<file path="config.mk">
export PLATFORM = sky130hd
export DESIGN_NAME = uart_xfer_sequencer
export DESIGN_NICKNAME = d
export VERILOG_FILES = /design/src/rtl/uart_xfer_sequencer_pkg.sv /design/src/rtl/uart_xfer_sequencer_watchdog.sv /design/src/rtl/uart_xfer_sequencer.sv
export SDC_FILE = /design/constraint.sdc
export NUM_CORES = 1
export LEC_CHECK = 0
export CAP_MARGIN = 25
export CORE_UTILIZATION = 41
export CTS_BUF_LIST = sky130_fd_sc_hd__clkbuf_4
export DETAILED_ROUTE_END_ITERATION = 6
export GPL_ROUTABILITY_DRIVEN = 0
export GPL_TIMING_DRIVEN = 0
export PLACE_DENSITY = 0.77
export SETUP_SLACK_MARGIN = 0.2
export SYNTH_ARGS = -nofsm -noshare
export SYNTH_HDL_FRONTEND = slang
export SYNTH_SLANG_ARGS = --single-unit
</file>
<file path="constraint.sdc">
create_clock -name clk -period 1.6 [get_ports clk]
set_input_delay 0.4 -clock clk [delete_from_list [all_inputs] [get_ports clk]]
set_output_delay 0.4 -clock clk [all_outputs]
set_load 0.02 [all_outputs]
</file>
<file path="src/rtl/uart_xfer_sequencer_pkg.sv">
// ---------------------------------------------------------------------------
// md5_xfer_pkg
// Shared definitions for the uart/MD5 transfer sequencer: command op codes,
// completion status codes, FSM state encoding and the default block sizes.
// No ports (package).
// ---------------------------------------------------------------------------
package md5_xfer_pkg;

  localparam int MSG_BYTES_DEF    = 64;  // 512-bit message block
  localparam int DIGEST_BYTES_DEF = 16;  // 128-bit digest

  typedef enum logic [1:0] {
    OP_RX         = 2'd0,
    OP_TX         = 2'd1,
    OP_RX_HASH_TX = 2'd2,
    OP_HASH       = 2'd3
  } op_e;

  typedef enum logic [1:0] {
    ST_OK          = 2'd0,
    ST_ERR_SLOT    = 2'd1,
    ST_ERR_TIMEOUT = 2'd2
  } status_e;

  typedef enum logic [2:0] {
    IDLE        = 3'd0,
    U_WAIT_IDLE = 3'd1,
    U_START     = 3'd2,
    U_WAIT_BUSY = 3'd3,
    U_WAIT_DONE = 3'd4,
    C_START     = 3'd5,
    C_WAIT      = 3'd6,
    DONE        = 3'd7
  } state_e;

  // States in which the sequencer is stalled on an external handshake.
  function automatic logic is_wait_state(state_e s);
    return (s == U_WAIT_IDLE) || (s == U_WAIT_BUSY) ||
           (s == U_WAIT_DONE) || (s == C_WAIT);
  endfunction

endpackage

</file>
<file path="src/rtl/uart_xfer_sequencer_watchdog.sv">
// ---------------------------------------------------------------------------
// xfer_watchdog
// Per-state stall watchdog for uart_xfer_sequencer. Only compiled when the
// XFER_TIMEOUT_EN macro is defined; the default build has no watchdog.
//
// Down-counter reloaded on clear_i (first cycle of a state). While en_i is
// high it decrements once per cycle; expired_o is raised in the cycle where
// the state has been active for LIMIT-1 cycles (count reaches zero).
//
// Ports:
//   clk_i      system clock
//   rst_ni     asynchronous active-low reset
//   clear_i    first cycle of a newly entered state
//   en_i       count enable (FSM is in a wait state)
//   expired_o  terminal count reached this cycle
// ---------------------------------------------------------------------------
`ifdef XFER_TIMEOUT_EN
module xfer_watchdog #(
  parameter int LIMIT = 100
) (
  input  logic clk_i,
  input  logic rst_ni,
  input  logic clear_i,
  input  logic en_i,
  output logic expired_o
);

  localparam int CW = (LIMIT > 2) ? $clog2(LIMIT) : 1;

  logic [CW-1:0] cnt_q;
  logic [CW-1:0] cnt_cur;
  logic [CW-1:0] cnt_d;

  // The clear cycle already counts as elapsed cycle 0 of the new state, so
  // the reload value is used directly rather than waiting a cycle for it.
  assign cnt_cur   = clear_i ? CW'(LIMIT - 1) : cnt_q;
  assign expired_o = en_i && (cnt_cur == '0);
  assign cnt_d     = (en_i && (cnt_cur != '0)) ? (cnt_cur - CW'(1)) : cnt_cur;

  always_ff @(posedge clk_i or negedge rst_ni) begin
    if (!rst_ni) begin
      cnt_q <= CW'(LIMIT - 1);
    end else begin
      cnt_q <= cnt_d;
    end
  end

endmodule
`endif

</file>
<file path="src/rtl/uart_xfer_sequencer.sv">
// ---------------------------------------------------------------------------
// uart_xfer_sequencer
// Command-driven sequencer between host control, uart_manager and the MD5
// core. Each of NUM_SLOTS RAM slots holds a message block at
// slot*SLOT_STRIDE and its digest right after it. Ops: RX (receive message),
// TX (send digest), HASH (run core) and RX_HASH_TX (all three in order).
//
// Optional feature: define XFER_TIMEOUT_EN to add a per-state stall watchdog
// (TIMEOUT_CYCLES) that ends the command with ERR_TIMEOUT.
//
// State table:
//   IDLE        | waiting for a command, cmd_ready high
//   U_WAIT_IDLE | waiting for uart_manager to be idle
//   U_START     | uart_enable pulse, addresses/mode presented
//   U_WAIT_BUSY | waiting for uart_manager to report busy
//   U_WAIT_DONE | waiting for uart_manager to drop busy
//   C_START     | core_start pulse
//   C_WAIT      | waiting for core_done
//   DONE        | done pulse, status updated
//
// Ports:
//   clk, rst              clock, asynchronous active-low reset
//   cmd_valid/cmd_ready   command handshake; cmd_op, cmd_slot command fields
//   uart_enable/uart_mode uart_manager start pulse and direction (1 = send)
//   addr_from/addr_to     inclusive RAM byte range for uart_manager
//   uart_busy             uart_manager busy
//   core_start/core_slot  MD5 core start pulse and slot
//   core_done             MD5 core completion pulse
//   done/status           completion pulse and held completion status
//   busy                  sequencer not idle
// ---------------------------------------------------------------------------
module uart_xfer_sequencer
  import md5_xfer_pkg::*;
#(
  parameter int ADDR_WIDTH     = 8,
  parameter int NUM_SLOTS      = 2,
  parameter int SLOT_STRIDE    = 128,
  parameter int MSG_BYTES      = MSG_BYTES_DEF,
  parameter int DIGEST_BYTES   = DIGEST_BYTES_DEF,
  parameter int TIMEOUT_CYCLES = 50000000
) (
  input  logic                         clk,
  input  logic                         rst,
  input  logic                         cmd_valid,
  output logic                         cmd_ready,
  input  logic [1:0]                   cmd_op,
  input  logic [$clog2(NUM_SLOTS):0]   cmd_slot,
  output logic                         uart_enable,
  output logic                         uart_mode,
  output logic [ADDR_WIDTH-1:0]        addr_from,
  output logic [ADDR_WIDTH-1:0]        addr_to,
  input  logic                         uart_busy,
  output logic                         core_start,
  output logic [$clog2(NUM_SLOTS)-1:0] core_slot,
  input  logic                         core_done,
  output logic                         done,
  output logic [1:0]                   status,
  output logic                         busy
);

  localparam int SLOT_W = $clog2(NUM_SLOTS);
  localparam int SW1    = SLOT_W + 1;
  localparam int AW1    = ADDR_WIDTH + 1;

  // Elaboration-time sanity of the slot map.
  if (NUM_SLOTS < 2) begin : g_chk_slots
    $error("uart_xfer_sequencer: NUM_SLOTS must be at least 2");
  end
  if (NUM_SLOTS * SLOT_STRIDE > (1 << ADDR_WIDTH)) begin : g_chk_map
    $error("uart_xfer_sequencer: slots do not fit the address space");
  end
  if (MSG_BYTES + DIGEST_BYTES > SLOT_STRIDE) begin : g_chk_stride
    $error("uart_xfer_sequencer: message plus digest exceeds slot stride");
  end
  if (TIMEOUT_CYCLES < 2) begin : g_chk_tmo
    $error("uart_xfer_sequencer: TIMEOUT_CYCLES must be at least 2");
  end

  state_e              state_q;
  op_e                 op_q;
  logic                tx_phase_q;   // current uart phase sends the digest
  logic [SLOT_W-1:0]   core_slot_q;
  logic                cmd_ready_q;
  logic                uart_enable_q;
  logic                uart_mode_q;
  logic [ADDR_WIDTH-1:0] addr_from_q;
  logic [ADDR_WIDTH-1:0] addr_to_q;
  logic                core_start_q;
  logic                done_q;
  status_e             status_q;
  logic                busy_q;

  logic                tmo_expired;

  // Address range for the pending uart phase, one bit wider than the RAM
  // address so the elaboration checks above guarantee no wrap.
  logic [AW1-1:0] base_w;
  logic [AW1-1:0] from_w;
  logic [AW1-1:0] to_w;
  logic           unused_addr_msb;

  always_comb begin
    base_w = AW1'(core_slot_q) * AW1'(SLOT_STRIDE);
    if (tx_phase_q) begin
      from_w = base_w + AW1'(MSG_BYTES);
      to_w   = from_w + AW1'(DIGEST_BYTES - 1);
    end else begin
      from_w = base_w;
      to_w   = base_w + AW1'(MSG_BYTES - 1);
    end
  end

  assign unused_addr_msb = from_w[ADDR_WIDTH] ^ to_w[ADDR_WIDTH];

`ifdef XFER_TIMEOUT_EN
  state_e prev_state_q;

  always_ff @(posedge clk or negedge rst) begin
    if (!rst) begin
      prev_state_q <= IDLE;
    end else begin
      prev_state_q <= state_q;
    end
  end

  xfer_watchdog #(
    .LIMIT (TIMEOUT_CYCLES)
  ) u_watchdog (
    .clk_i     (clk),
    .rst_ni    (rst),
    .clear_i   (state_q != prev_state_q),
    .en_i      (is_wait_state(state_q)),
    .expired_o (tmo_expired)
  );
`else
  assign tmo_expired = 1'b0;
`endif

  always_ff @(posedge clk or negedge rst) begin
    if (!rst) begin
      state_q       <= IDLE;
      op_q          <= OP_RX;
      tx_phase_q    <= 1'b0;
      core_slot_q   <= '0;
      cmd_ready_q   <= 1'b1;
      uart_enable_q <= 1'b0;
      uart_mode_q   <= 1'b0;
      addr_from_q   <= '0;
      addr_to_q     <= '0;
      core_start_q  <= 1'b0;
      done_q        <= 1'b0;
      status_q      <= ST_OK;
      busy_q        <= 1'b0;
    end else begin
      uart_enable_q <= 1'b0;
      core_start_q  <= 1'b0;
      done_q        <= 1'b0;

      case (state_q)
        IDLE: begin
          if (cmd_valid && cmd_ready_q) begin
            cmd_ready_q <= 1'b0;
            busy_q      <= 1'b1;
            op_q        <= op_e'(cmd_op);
            if (cmd_slot >= SW1'(NUM_SLOTS)) begin
              state_q  <= DONE;
              done_q   <= 1'b1;
              status_q <= ST_ERR_SLOT;
            end else begin
              core_slot_q <= cmd_slot[SLOT_W-1:0];
              case (op_e'(cmd_op))
                OP_HASH: begin
                  state_q      <= C_START;
                  core_start_q <= 1'b1;
                end
                OP_TX: begin
                  state_q    <= U_WAIT_IDLE;
                  tx_phase_q <= 1'b1;
                end
                default: begin
                  state_q    <= U_WAIT_IDLE;
                  tx_phase_q <= 1'b0;
                end
              endcase
            end
          end
        end

        U_WAIT_IDLE: begin
          if (tmo_expired) begin
            state_q  <= DONE;
            done_q   <= 1'b1;
            status_q <= ST_ERR_TIMEOUT;
          end else if (!uart_busy) begin
            state_q       <= U_START;
            uart_enable_q <= 1'b1;
            uart_mode_q   <= tx_phase_q;
            addr_from_q   <= from_w[ADDR_WIDTH-1:0];
            addr_to_q     <= to_w[ADDR_WIDTH-1:0];
          end
        end

        U_START: begin
          state_q <= U_WAIT_BUSY;
        end

        U_WAIT_BUSY: begin
          if (tmo_expired) begin
            state_q  <= DONE;
            done_q   <= 1'b1;
            status_q <= ST_ERR_TIMEOUT;
          end else if (uart_busy) begin
            state_q <= U_WAIT_DONE;
          end
        end

        U_WAIT_DONE: begin
          if (tmo_expired) begin
            state_q  <= DONE;
            done_q   <= 1'b1;
            status_q <= ST_ERR_TIMEOUT;
          end else if (!uart_busy) begin
            if (!tx_phase_q && (op_q == OP_RX_HASH_TX)) begin
              state_q      <= C_START;
              core_start_q <= 1'b1;
            end else begin
              state_q  <= DONE;
              done_q   <= 1'b1;
              status_q <= ST_OK;
            end
          end
        end

        C_START: begin
          state_q <= C_WAIT;
        end

        C_WAIT: begin
          if (tmo_expired) begin
            state_q  <= DONE;
            done_q   <= 1'b1;
            status_q <= ST_ERR_TIMEOUT;
          end else if (core_done) begin
            if (op_q == OP_RX_HASH_TX) begin
              state_q    <= U_WAIT_IDLE;
              tx_phase_q <= 1'b1;
            end else begin
              state_q  <= DONE;
              done_q   <= 1'b1;
              status_q <= ST_OK;
            end
          end
        end

        DONE: begin
          state_q     <= IDLE;
          cmd_ready_q <= 1'b1;
          busy_q      <= 1'b0;
        end

        default: begin
          state_q     <= IDLE;
          cmd_ready_q <= 1'b1;
          busy_q      <= 1'b0;
        end
      endcase
    end
  end

  assign cmd_ready   = cmd_ready_q;
  assign uart_enable = uart_enable_q;
  assign uart_mode   = uart_mode_q;
  assign addr_from   = addr_from_q;
  assign addr_to     = addr_to_q;
  assign core_start  = core_start_q;
  assign core_slot   = core_slot_q;
  assign done        = done_q;
  assign status      = status_q;
  assign busy        = busy_q;

endmodule

</file>
==> results of run 1 <==
==> state kept, by name (all words and copies together) (netlist names) <==
name,count
addr_from,1
addr_to,3
busy,1
cmd_ready,1
core_slot,1
core_start,1
done,1
op_q,2
state_q,3
status,1
tx_phase_q,1
uart_enable,1
==> synthesized netlist by cell type, drive strengths merged <==
library cell	count	share of area (%)
buf	17	14
dfrtp	16	42
nand2	8	3.1
a21oi	6	3.1
mux2	6	7.1
inv	5	2.0
nor2	5	2.0
o21ai	4	2.1
nand2b	3	2.0
a21o	2	1.6
clkbuf	2	0.79
nor4	2	1.3
or3	2	1.3
a2111oi	1	0.92
a221o	1	1.0
a221oi	1	0.92
a22oi	1	0.79
a311oi	1	0.92
a31o	1	0.92
and2	1	0.92
and2b	1	0.79
conb	1	0.39
dfstp	1	2.7
mux2i	1	1.0
nand3	1	0.52
nand4b	1	0.92
nor2b	1	0.65
nor3	1	1.0
nor4bb	1	1.0
o21a	1	0.79
o221ai	1	0.92
or2	1	0.65
==> metal layers <==
| layer | vias up | share of wire, % | track usage (%) |
|---|---|---|---|
| met5 | - | 0 | 0 |
| met4 | 0 | 3.5 | 13.33 |
| met3 | 9 | 5.2 | 1.818 |
| met2 | 45 | 52 | 38.67 |
| met1 | 429 | 39 | 25.34 |
| li1 | 420 | - | - |
==> metrics by stage <==
stage | total power (uW) | std cells | hold WS [ns] | TNS (ns)
after floorplan | 1683 | 103 | 0.1044 | 0
after global placement | 2143 | 156 | 0.4718 | -1.090
after detailed placement | 2202 | 156 | 0.4649 | -1.329
after CTS | 2817 | 172 | 0.4981 | -0.06181
after global routing | 3160 | 177 | 0.5217 | -0.05555
final | 3020 | 177 | 0.4951 | -0.03446
==> timing repair <==
| action | CTS | global route |
|---|---|---|
| setup buffers | 12 | 5 |
| cloned | 0 | 0 |
| pin swaps | 10 | 8 |
| setup endpoints to repair | 26 | 25 |
| gates resized for setup | 93 | 23 |
==> power by group <==
part | internal (uW) | total [uW] | leakage [uW] | switching [uW]
Combinational | 1050 | 1990 | 0.000574 | 931
Clock | 93.7 | 249 | 0.0000177 | 156
Sequential | 610 | 786 | 0.000211 | 176
Total | 1760 | 3020 | 0.000802 | 1260
==> final timing paths <==
| check | end | slack, ns | from |
|---|---|---|---|
| hold / removal | busy | 0.50 | busy |
| hold reg to reg | busy | 0.50 | busy |
| min in group asynchronous | uart_enable | 0.52 | rst |
| setup / recovery | tx_phase_q | -0.03 | state_q[2] |
| setup reg to reg | tx_phase_q | -0.03 | state_q[2] |
| max in group asynchronous | state_q[1] | 0.55 | rst |
==> kinds of logic after synthesis <==
kind of cell / count (synthesis)
other: 1
multiplexers: 7
AND/OR/NAND/NOR: 28
AO/OA/AOI/OAI: 20
buffers and inverters: 24
flip-flops: 17
==> cell type report <==
cell class | count | area (sq um) | area share, %
clock buffer | 3 | 22.52 | 1.414
inverter | 5 | 21.27 | 1.335
timing repair buffer | 42 | 397.9 | 24.98
multi-input combinational | 62 | 524.3 | 32.91
clock inverter | 1 | 5.005 | 0.3142
tap | 28 | 35.03 | 2.200
sequential | 17 | 427.9 | 26.87
buffer | 19 | 158.9 | 9.976
==> worst max-delay path, cell delays in order, from the launching register on <==
cell	delay [ns]
dfrtp_1	0.39
buf_6	0.12
and2_4	0.14
buf_6	0.11
a221o_1	0.31
nor2_2	0.15
mux2_4	0.32
==> summary.txt, run 1 <==
Clocking
  • Worst-path clk slew: around 0.11 ns
  • Htree depth: 1
  • Number of sinks handled by clock tree synthesis: 17
  • Inserted Clock Buffers: 3
  • Maximum root-to-sink buffer count: 2
  • Clock Tree Root: clkbuf_4
  • Clk_lat worst skew: 0.31 ns
  • Hold Buf Count CTS: 0
  • Clock tree from TritonCTS: built

Finish
  • Layout overhead on the synthesized area: 66.62%
  • Share of the core filled with cells in the final layout: 72.00%
  • Number of diodes added for antenna fixing: 0
  • FILL cells: 142
  • Top library cells by usage in the layout, fill and taps aside: 22 x buf_4, 20 x buf_6, 15 x dfrtp_1
  • Final layout net count: roughly 160
  • Proportion of layout cells with a drive suffix above 1: 51.68%
  • Most common cell after layout, fill and taps aside: buf_4
  • Cell area after layout: about 1600 sq um

Flow run
  • Maxcap violations: 0

Detailed routing
  • Post-route ant nets: 0
  • Average via count per standard cell: about 5.1
  • TritonRoute pass-1 iters: 6
  • Drt wl/cell: between 10 and 15 um
  • Number of remaining DRC errors: 0
  • Detailed router's first-iteration violation count: 17
  • WL final: 2.637 mm
  • Vias: around 900

Die
  • DIE AREA: 2529 sq um
  • Count of boundary I/O pins: 34
  • Starting utilization of the core area: 43.21%
  • Die height: just over 50 um
  • Total core area: 2212 sq um
  • Num rows: 17
  • Width of the chip: roughly 50 um

Worst setup path
  • Type of the worst setup path: reg2reg
  • Data arrival at the endpoint of the critical path: 1.84 ns
  • Worst EP required: 1.81 ns
  • CP startpoint kind: register
  • Crit path capture type: register
  • Number of cells on the worst reg-to-reg path: 6
  • Largest fanout of any net on the critical path: 2

Place
  • DP HPWL: 1.525 mm
  • Setup WS pre-CTS: -0.3956 ns
  • # port buffers: 25
  • Cell Area, Placed: roughly 1300 sq um

STA
  • Maximum clock rate: 0.6118 GHz
  • RSZ-0062 raised after global routing: true
  • Least-Margin Pin Slew: 0.7632 ns
  • Final setup violation count: 1
  • Slew Viols, Final: 0
  • Ratio of final minimum period to clock period: 102.2%
  • Final setup slack of the worst path: -0.03446 ns
  • Max Clock Skew: approximately 0.0033 ns
  • Final period demand of the worst path: around 1.6 ns
  • Headroom to the max-slew limit: 48.96%
  • Final hold violation count: 0

Global routing
  • Combined global-route utilization of all metal layers: 21.89%
  • Initial antenna violation count: 0
  • First-pass GRT wire length: 4.036 mm
  • Via count of the first global-routing pass: 836
  • Maximum number of pins on one net before global-route repair: 18
  • Overflow after GRT: 0

Yosys
  • Xor and xnor fraction of the mapped netlist area: 0%
  • Gate Count Post-Synth: 97
  • Cell variety after synth: 35
  • Compound-cell area share of the yosys netlist: 14.01%
  • Multiplexer share of the synthesized area: 8.115%
  • Combinational family with the most area after synthesis: buffers and inverters
  • Ys Warns: 0
  • Adder-cell area share of the yosys netlist: 0%
  • Sequential-to-total area share from yosys stat: between 40 and 50%
  • Synthesized area divided by synthesized cell count: approximately 10 sq um
  • Flip-flop and latch count after synthesis: 17
  • Simple logic cell fraction of the synthesized area: 16.23%
  • Post-Synthesis Cell Area: 955.9 sq um

Power
  • Leakage Power: about 0.00080 uW
  • Power Dens Cells: approximately 1900 nW/um^2
  • Worst voltage drop across the vdd grid: 0.001004 V

Min path
  • Number of cells on the worst hold path: 1
  • HP Class: reg2reg

Run status
  • Failing checks: setup timing
  • Result of the run: finished, violations left
(Power assumes the default switching activity.)
==> run 2, diff against run 1 <==
- CELL_PAD_IN_SITES_DETAIL_PLACEMENT: default -> 2
- CELL_PAD_IN_SITES_GLOBAL_PLACEMENT: default -> 2
- CORE_UTILIZATION: 41 -> 24
- PLACE_DENSITY: 0.77 -> default
- PLACE_DENSITY_LB_ADDON: default -> 0.1
==> summary.txt, run 2 (synthesis results as in run 1) <==
Worst setup path
  • Delay of the slowest cell on the worst path: 0.41 ns (was 0.39 ns)
  • Critical path cell sequence: buf_6 > and2_4 > buf_6 > a221o_1 > nor2_2 > mux2_4 (unchanged)
  • CP delay by family, top: flip-flops (unchanged)
  • Library cell appearing most often on the critical path: buf_6 (unchanged)
  • Worst EP required: 1.80 ns (was 1.81 ns)
  • Buffers & Inverters on Critical Path: 2 (unchanged)
  • Crit path capture type: register (unchanged)
  • Cell with the largest stage delay on the worst path: dfrtp_1 (unchanged)
  • Largest fanout of any net on the critical path: 3 (was 2)
  • CP startpoint kind: register (unchanged)
  • Data arrival at the endpoint of the critical path: 1.83 ns (was 1.84 ns)
  • Type of the worst setup path: reg2reg (unchanged)

Flow run
  • Maxcap violations: 0 (unchanged)

Clocking
  • Clock tree from TritonCTS: built (unchanged)
  • Htree depth: 1 (unchanged)
  • Hold Buf Count CTS: 0 (unchanged)
  • Clock Tree Root: clkbuf_4 (unchanged)
  • Inserted Clock Buffers: 3 (unchanged)
  • Worst-path clk slew: 0.12 ns (was 0.11 ns)
  • Maximum root-to-sink buffer count: 2 (unchanged)
  • Clk_lat worst skew: 0.30 ns (was 0.31 ns)
  • Number of sinks handled by clock tree synthesis: 17 (unchanged)

Detailed routing
  • Average via count per standard cell: 4.460 (was 5.102)
  • Drt wl/cell: 15.12 um (was 14.90 um)
  • Post-route ant nets: 0 (unchanged)
  • Vias: 901 (was 903)
  • WL final: 3.054 mm (was 2.637 mm)
  • TritonRoute pass-1 iters: 4 (was 6)
  • Detailed router's first-iteration violation count: 9 (was 17)
  • Number of remaining DRC errors: 0 (unchanged)

Finish
  • Most common cell after layout, fill and taps aside: buf_6 (was buf_4)
  • Proportion of layout cells with a drive suffix above 1: 55.84% (was 51.68%)
  • Final layout net count: 164 (was 159)
  • Number of diodes added for antenna fixing: 0 (unchanged)
  • FF+latch area: 429.2 sq um (was 427.9 sq um)
  • Layout overhead on the synthesized area: 72.12% (was 66.62%)
  • FILL cells: 405 (was 142)
  • Top library cells by usage in the layout, fill and taps aside: 25 x buf_6, 23 x buf_4, 14 x dfrtp_1 (was 22 x buf_4, 20 x buf_6, 15 x dfrtp_1)
  • Cell area after layout: 1645 sq um (was 1593 sq um)
  • Combined area of the multi-input logic cells: 520.5 sq um (was 524.3 sq um)

Place
  • # port buffers: 25 (unchanged)
  • Cell Area, Placed: 1306 sq um (was 1281 sq um)
  • DP HPWL: 1.862 mm (was 1.525 mm)

Power
  • Worst voltage drop across the vdd grid: 0.0005743 V (was 0.001004 V)
  • Leakage Power: 0.0007902 uW (was 0.0008024 uW)
  • Power Dens Cells: 1959 nW/um^2 (was 1896 nW/um^2)

STA
  • Maximum clock rate: 0.6136 GHz (was 0.6118 GHz)
  • Final period demand of the worst path: 1.630 ns (was 1.634 ns)
  • Final setup slack of the worst path: -0.02979 ns (was -0.03446 ns)
  • Slew Viols, Final: 0 (unchanged)
  • RSZ-0062 raised after global routing: true (unchanged)
  • Max Clock Skew: 0.006064 ns (was 0.003301 ns)
  • Final setup violation count: 1 (unchanged)
  • Hold slack final: 0.5070 ns (was 0.4951 ns)
  • Final hold violation count: 0 (unchanged)
  • Least-Margin Pin Slew: 0.8280 ns (was 0.7632 ns)
  • Headroom to the max-slew limit: 44.63% (was 48.96%)
  • Ratio of final minimum period to clock period: 101.9% (was 102.2%)

Die
  • Starting utilization of the core area: 25.53% (was 43.21%)
  • Die height: 65.11 um (was 50.29 um)
  • Num rows: 22 (was 17)
  • Width of the chip: 65.11 um (was 50.29 um)
  • Count of boundary I/O pins: 34 (unchanged)
  • Total core area: 3744 sq um (was 2212 sq um)
  • DIE AREA: 4239 sq um (was 2529 sq um)

Global routing
  • Combined global-route utilization of all metal layers: 14.96% (was 21.89%)
  • Maximum number of pins on one net before global-route repair: 18 (unchanged)
  • Initial antenna violation count: 0 (unchanged)
  • Via count of the first global-routing pass: 920 (was 836)
  • First-pass GRT wire length: 4.685 mm (was 4.036 mm)
  • Overflow after GRT: 0 (unchanged)

Run status
  • Failing checks: setup timing (unchanged)
  • Result of the run: finished, violations left (unchanged)

Min path
  • HP Class: reg2reg (unchanged)
-- run 2: cell types whose count changed in the layout (fill, tap and decap cells not counted), moves of 2 or more --
cell	change
dlygate4sd2_1	-2
buf_2	+3
clkdlybuf4s50_1	+3
buf_6	+5
dlymetal6s2s_1	-3
clkdlybuf4s15_2	-2
clkinvlp_4	+2
-- run 2: per-stage QoR --
stage	utilization (%)	total power, uW	setup slack (ns)	instances	setup TNS (ns)
after floorplan	-	1683	0.009546	103	0
after global placement	34.89	2210	-0.3652	176	-1.655
after detailed placement	34.89	2241	-0.3728	176	-1.753
after CTS	42.05	2995	-0.08901	195	-0.08901
after global routing	43.95	3428	-0.06982	202	-0.1057
final	43.95	3223	-0.02979	202	-0.02979
-- run 2: layer usage --
metal | routed length [um] | global-route usage, % | up-vias | share of wire (%)
met4 | 20 | 4.891 | 0 | 0.65
met3 | 97 | 2.604 | 2 | 3.2
met1 | 1259 | 18.85 | 455 | 41
met2 | 1677 | 25.78 | 16 | 55
li1 | - | - | 428 | -
met5 | 0 | 0 | - | 0
-- run 2: report_power, final --
group | internal, uW | switching, uW
Clock | 95.1 | 162
Combinational | 1180 | 993
Sequential | 613 | 176
-- run 2: worst paths after layout --
path | start | to | slack, ns | cells past startpoint
setup reg to reg | state_q[2] | tx_phase_q | -0.03 | 6
hold reg to reg | status[0] | status[0] | 0.51 | 1
max in group asynchronous | rst | state_q[0] | 0.48 | 1
min in group asynchronous | rst | addr_to[3] | 0.56 | 1
hold / removal | status[0] | status[0] | 0.51 | 1
setup / recovery | state_q[2] | tx_phase_q | -0.03 | 6
-- run 2: layout make-up --
| class | count | share of cell area (%) |
|---|---|---|
| Buffer | 19 | 10.34 |
| Clock buffer | 3 | 1.369 |
| Clock inverter | 1 | 0.4563 |
| Inverter | 5 | 1.369 |
| Multi-Input combinational cell | 62 | 31.63 |
| Sequential cell | 17 | 26.08 |
| Tap cell | 48 | 3.650 |
| Timing Repair Buffer | 47 | 25.10 |
-- run 2: timing repair --
| item | in CTS | in global routing |
|---|---|---|
| buffers inserted | 15 | 7 |
| setup endpoints to repair | 31 | 29 |
| gates resized for setup | 106 | 22 |
| pin swaps | 5 | 7 |
-- run 2: worst reg2reg max path, cell delays in order, from the launching register on --
cell,delay [ns]
dfrtp_1,0.41
buf_6,0.12
and2_4,0.14
buf_6,0.11
a221o_1,0.33
nor2_2,0.12
mux2_4,0.30
==> run 3, diff against run 2 <==
- REMOVE_ABC_BUFFERS: default -> 1
==> summary.txt, run 3 (synthesis results as in run 1) <==
Global routing
  • Combined global-route utilization of all metal layers: 13.55% (was 14.96%)
  • First-pass GRT wire length: 4.257 mm (was 4.685 mm)
  • Maximum number of pins on one net before global-route repair: 18 (unchanged)
  • Initial antenna violation count: 0 (unchanged)
  • Overflow after GRT: 0 (unchanged)
  • Via count of the first global-routing pass: 825 (was 920)

Worst setup path
  • Startpoint of the worst register-to-register path: cmd_ready (was state_q[2])
  • Data arrival at the endpoint of the critical path: 1.79 ns (was 1.83 ns)
  • Critical path cell sequence: nand2_4 > a221o_1 > nor2_1 > mux2_1 (was buf_6 > and2_4 > buf_6 > a221o_1 > nor2_2 > mux2_4)
  • End point of the critical path: tx_phase_q (unchanged)
  • Setup crit start: cmd_ready (was state_q[2])
  • CP startpoint kind: register (unchanged)
  • Delay of the slowest cell on the worst path: 0.58 ns (was 0.41 ns)
  • Cell with the largest stage delay on the worst path: dfstp_2 (was dfrtp_1)
  • Type of the worst setup path: reg2reg (unchanged)
  • Endpoint of the lowest-slack register-to-register path: tx_phase_q (unchanged)
  • Number of cells on the worst reg-to-reg path: 4 (was 6)
  • Largest fanout of any net on the critical path: 3 (unchanged)
  • Crit path capture type: register (unchanged)
  • Worst EP required: 1.78 ns (was 1.80 ns)
  • Internal reg-to-reg setup slack: -0.006 ns (was -0.03 ns)

STA
  • Final setup violation count: 1 (unchanged)
  • RSZ-0062 raised after global routing: true (unchanged)
  • Final setup slack of the worst path: -0.005793 ns (was -0.02979 ns)
  • Headroom to the max-slew limit: 47.35% (was 44.63%)
  • Least-Margin Pin Slew: 0.7873 ns (was 0.8280 ns)
  • Final hold violation count: 0 (unchanged)
  • Ratio of final minimum period to clock period: 100.4% (was 101.9%)
  • Slew Viols, Final: 0 (unchanged)
  • Final period demand of the worst path: 1.606 ns (was 1.630 ns)
  • Hold slack final: 0.4899 ns (was 0.5070 ns)
  • Max Clock Skew: 0.006081 ns (was 0.006064 ns)
  • Maximum clock rate: 0.6227 GHz (was 0.6136 GHz)

Clocking
  • Clock Tree Root: clkbuf_4 (unchanged)
  • Maximum root-to-sink buffer count: 2 (unchanged)
  • Inserted Clock Buffers: 3 (unchanged)
  • Clock tree from TritonCTS: built (unchanged)
  • Worst-path clk slew: 0.10 ns (was 0.12 ns)
  • Number of sinks handled by clock tree synthesis: 17 (unchanged)
  • Clk_lat worst skew: 0.30 ns (about the same)
  • Htree depth: 1 (unchanged)

Place
  • # port buffers: 26 (was 25)
  • DP HPWL: 1.632 mm (was 1.862 mm)
  • Setup WS pre-CTS: -0.7051 ns (was -0.3728 ns)

Die
  • Starting utilization of the core area: 25.53% (unchanged)
  • DIE AREA: 4239 sq um (unchanged)
  • Num rows: 22 (unchanged)
  • Width of the chip: 65.11 um (unchanged)
  • Total core area: 3744 sq um (unchanged)
  • Count of boundary I/O pins: 34 (unchanged)
  • Die height: 65.11 um (unchanged)

Finish
  • Layout overhead on the synthesized area: 43.59% (was 72.12%)
  • Proportion of layout cells with a drive suffix above 1: 44.96% (was 55.84%)
  • Top library cells by usage in the layout, fill and taps aside: 13 x dfrtp_1, 13 x buf_4, 9 x buf_2 (was 25 x buf_6, 23 x buf_4, 14 x dfrtp_1)
  • Final layout net count: 139 (was 164)
  • Number of diodes added for antenna fixing: 0 (unchanged)

Min path
  • HP Class: reg2reg (unchanged)
  • Number of cells on the worst hold path: 1 (unchanged)
  • Critical hold path startpoint: busy (was status[0])

Detailed routing
  • TritonRoute pass-1 iters: 3 (was 4)
  • Number of remaining DRC errors: 0 (unchanged)
  • Drt wl/cell: 15.38 um (was 15.12 um)
  • Post-route ant nets: 0 (unchanged)
  • Average via count per standard cell: 4.593 (was 4.460)
  • WL final: 2.723 mm (was 3.054 mm)
  • Vias: 813 (was 901)
  • Detailed router's first-iteration violation count: 7 (was 9)

Power
  • Worst voltage drop across the vdd grid: 0.0005157 V (was 0.0005743 V)
  • Power Dens Cells: 1893 nW/um^2 (was 1959 nW/um^2)
  • Leakage Power: 0.0006491 uW (was 0.0007902 uW)

Run status
  • Result of the run: finished, violations left (unchanged)
  • Failing checks: setup timing (unchanged)

Flow run
  • Maxcap violations: 0 (unchanged)
run 3: cell types whose count changed in the layout (fill, tap and decap cells not counted), sizes merged:
cell | before | now
clkinvlp | 2 | 0
clkbuf | 8 | 7
buf | 53 | 25
dlymetal6s2s | 0 | 1
clkdlybuf4s15 | 1 | 6
inv | 4 | 5
dlygate4sd2 | 1 | 2
clkdlybuf4s50 | 6 | 4
run 3: worst max-delay path, delay by kind of cell (launching register included):
kind / cells / cell delay, ns
flip-flops: 1 / 0.58
AO/OA/AOI/OAI: 1 / 0.36
multiplexers: 1 / 0.34
AND/OR/NAND/NOR: 2 / 0.23
run 3: power by group:
group          leakage [uW]  switching, uW  internal, uW  total, uW
Clock             0.0000184            144           114        258
Sequential         0.000209            168           616        784
Combinational      0.000422            847           710       1560
run 3: routing by layer:
metal	GRT usage, %	vias up	wire (um)
met5	0	-	0
met3	3.646	5	99
met4	3.261	0	27
met1	16.22	410	1067
li1	-	378	-
met2	23.96	20	1529
run 3: layout make-up:
type | count | area, sq um
Fill cell | 422 | 2371
Multi-Input combinational cell | 62 | 508.0
Sequential cell | 17 | 430.4
Timing Repair Buffer | 41 | 325.3
Tap cell | 48 | 60.06
Clock buffer | 4 | 30.03
Inverter | 5 | 18.77
run 3: worst min-delay path by stage:
| stage | endpoint | slack [ns] |
|---|---|---|
| finish | busy | 0.49 |
| CTS | state_q[1] | 0.50 |
| global route | state_q[1] | 0.51 |
| global placement | busy | 0.47 |
| detailed placement | busy | 0.47 |
| floorplan | addr_from[7] | 0.10 |
run 3: what timing repair did:
action,in CTS,in global routing
buffers inserted,9,6
hold buffers,0,0
resized for setup,74,22
pin swaps,3,4
endpoints found under the setup margin,34,25
run 3: metrics by stage:
stage                     setup TNS, ns  power, uW  std cells  utilization (%)  instance area (sq um)
after floorplan                 -0.1374       1453         84                -                  838.3
after global placement           -4.443       1972        158            30.95                   1159
after detailed placement         -4.921       2000        158            30.95                   1159
after CTS                             0       2479        171            35.26                   1320
after global routing           -0.02156       2773        177            36.66                   1373
final                         -0.005793       2598        177            36.66                   1373
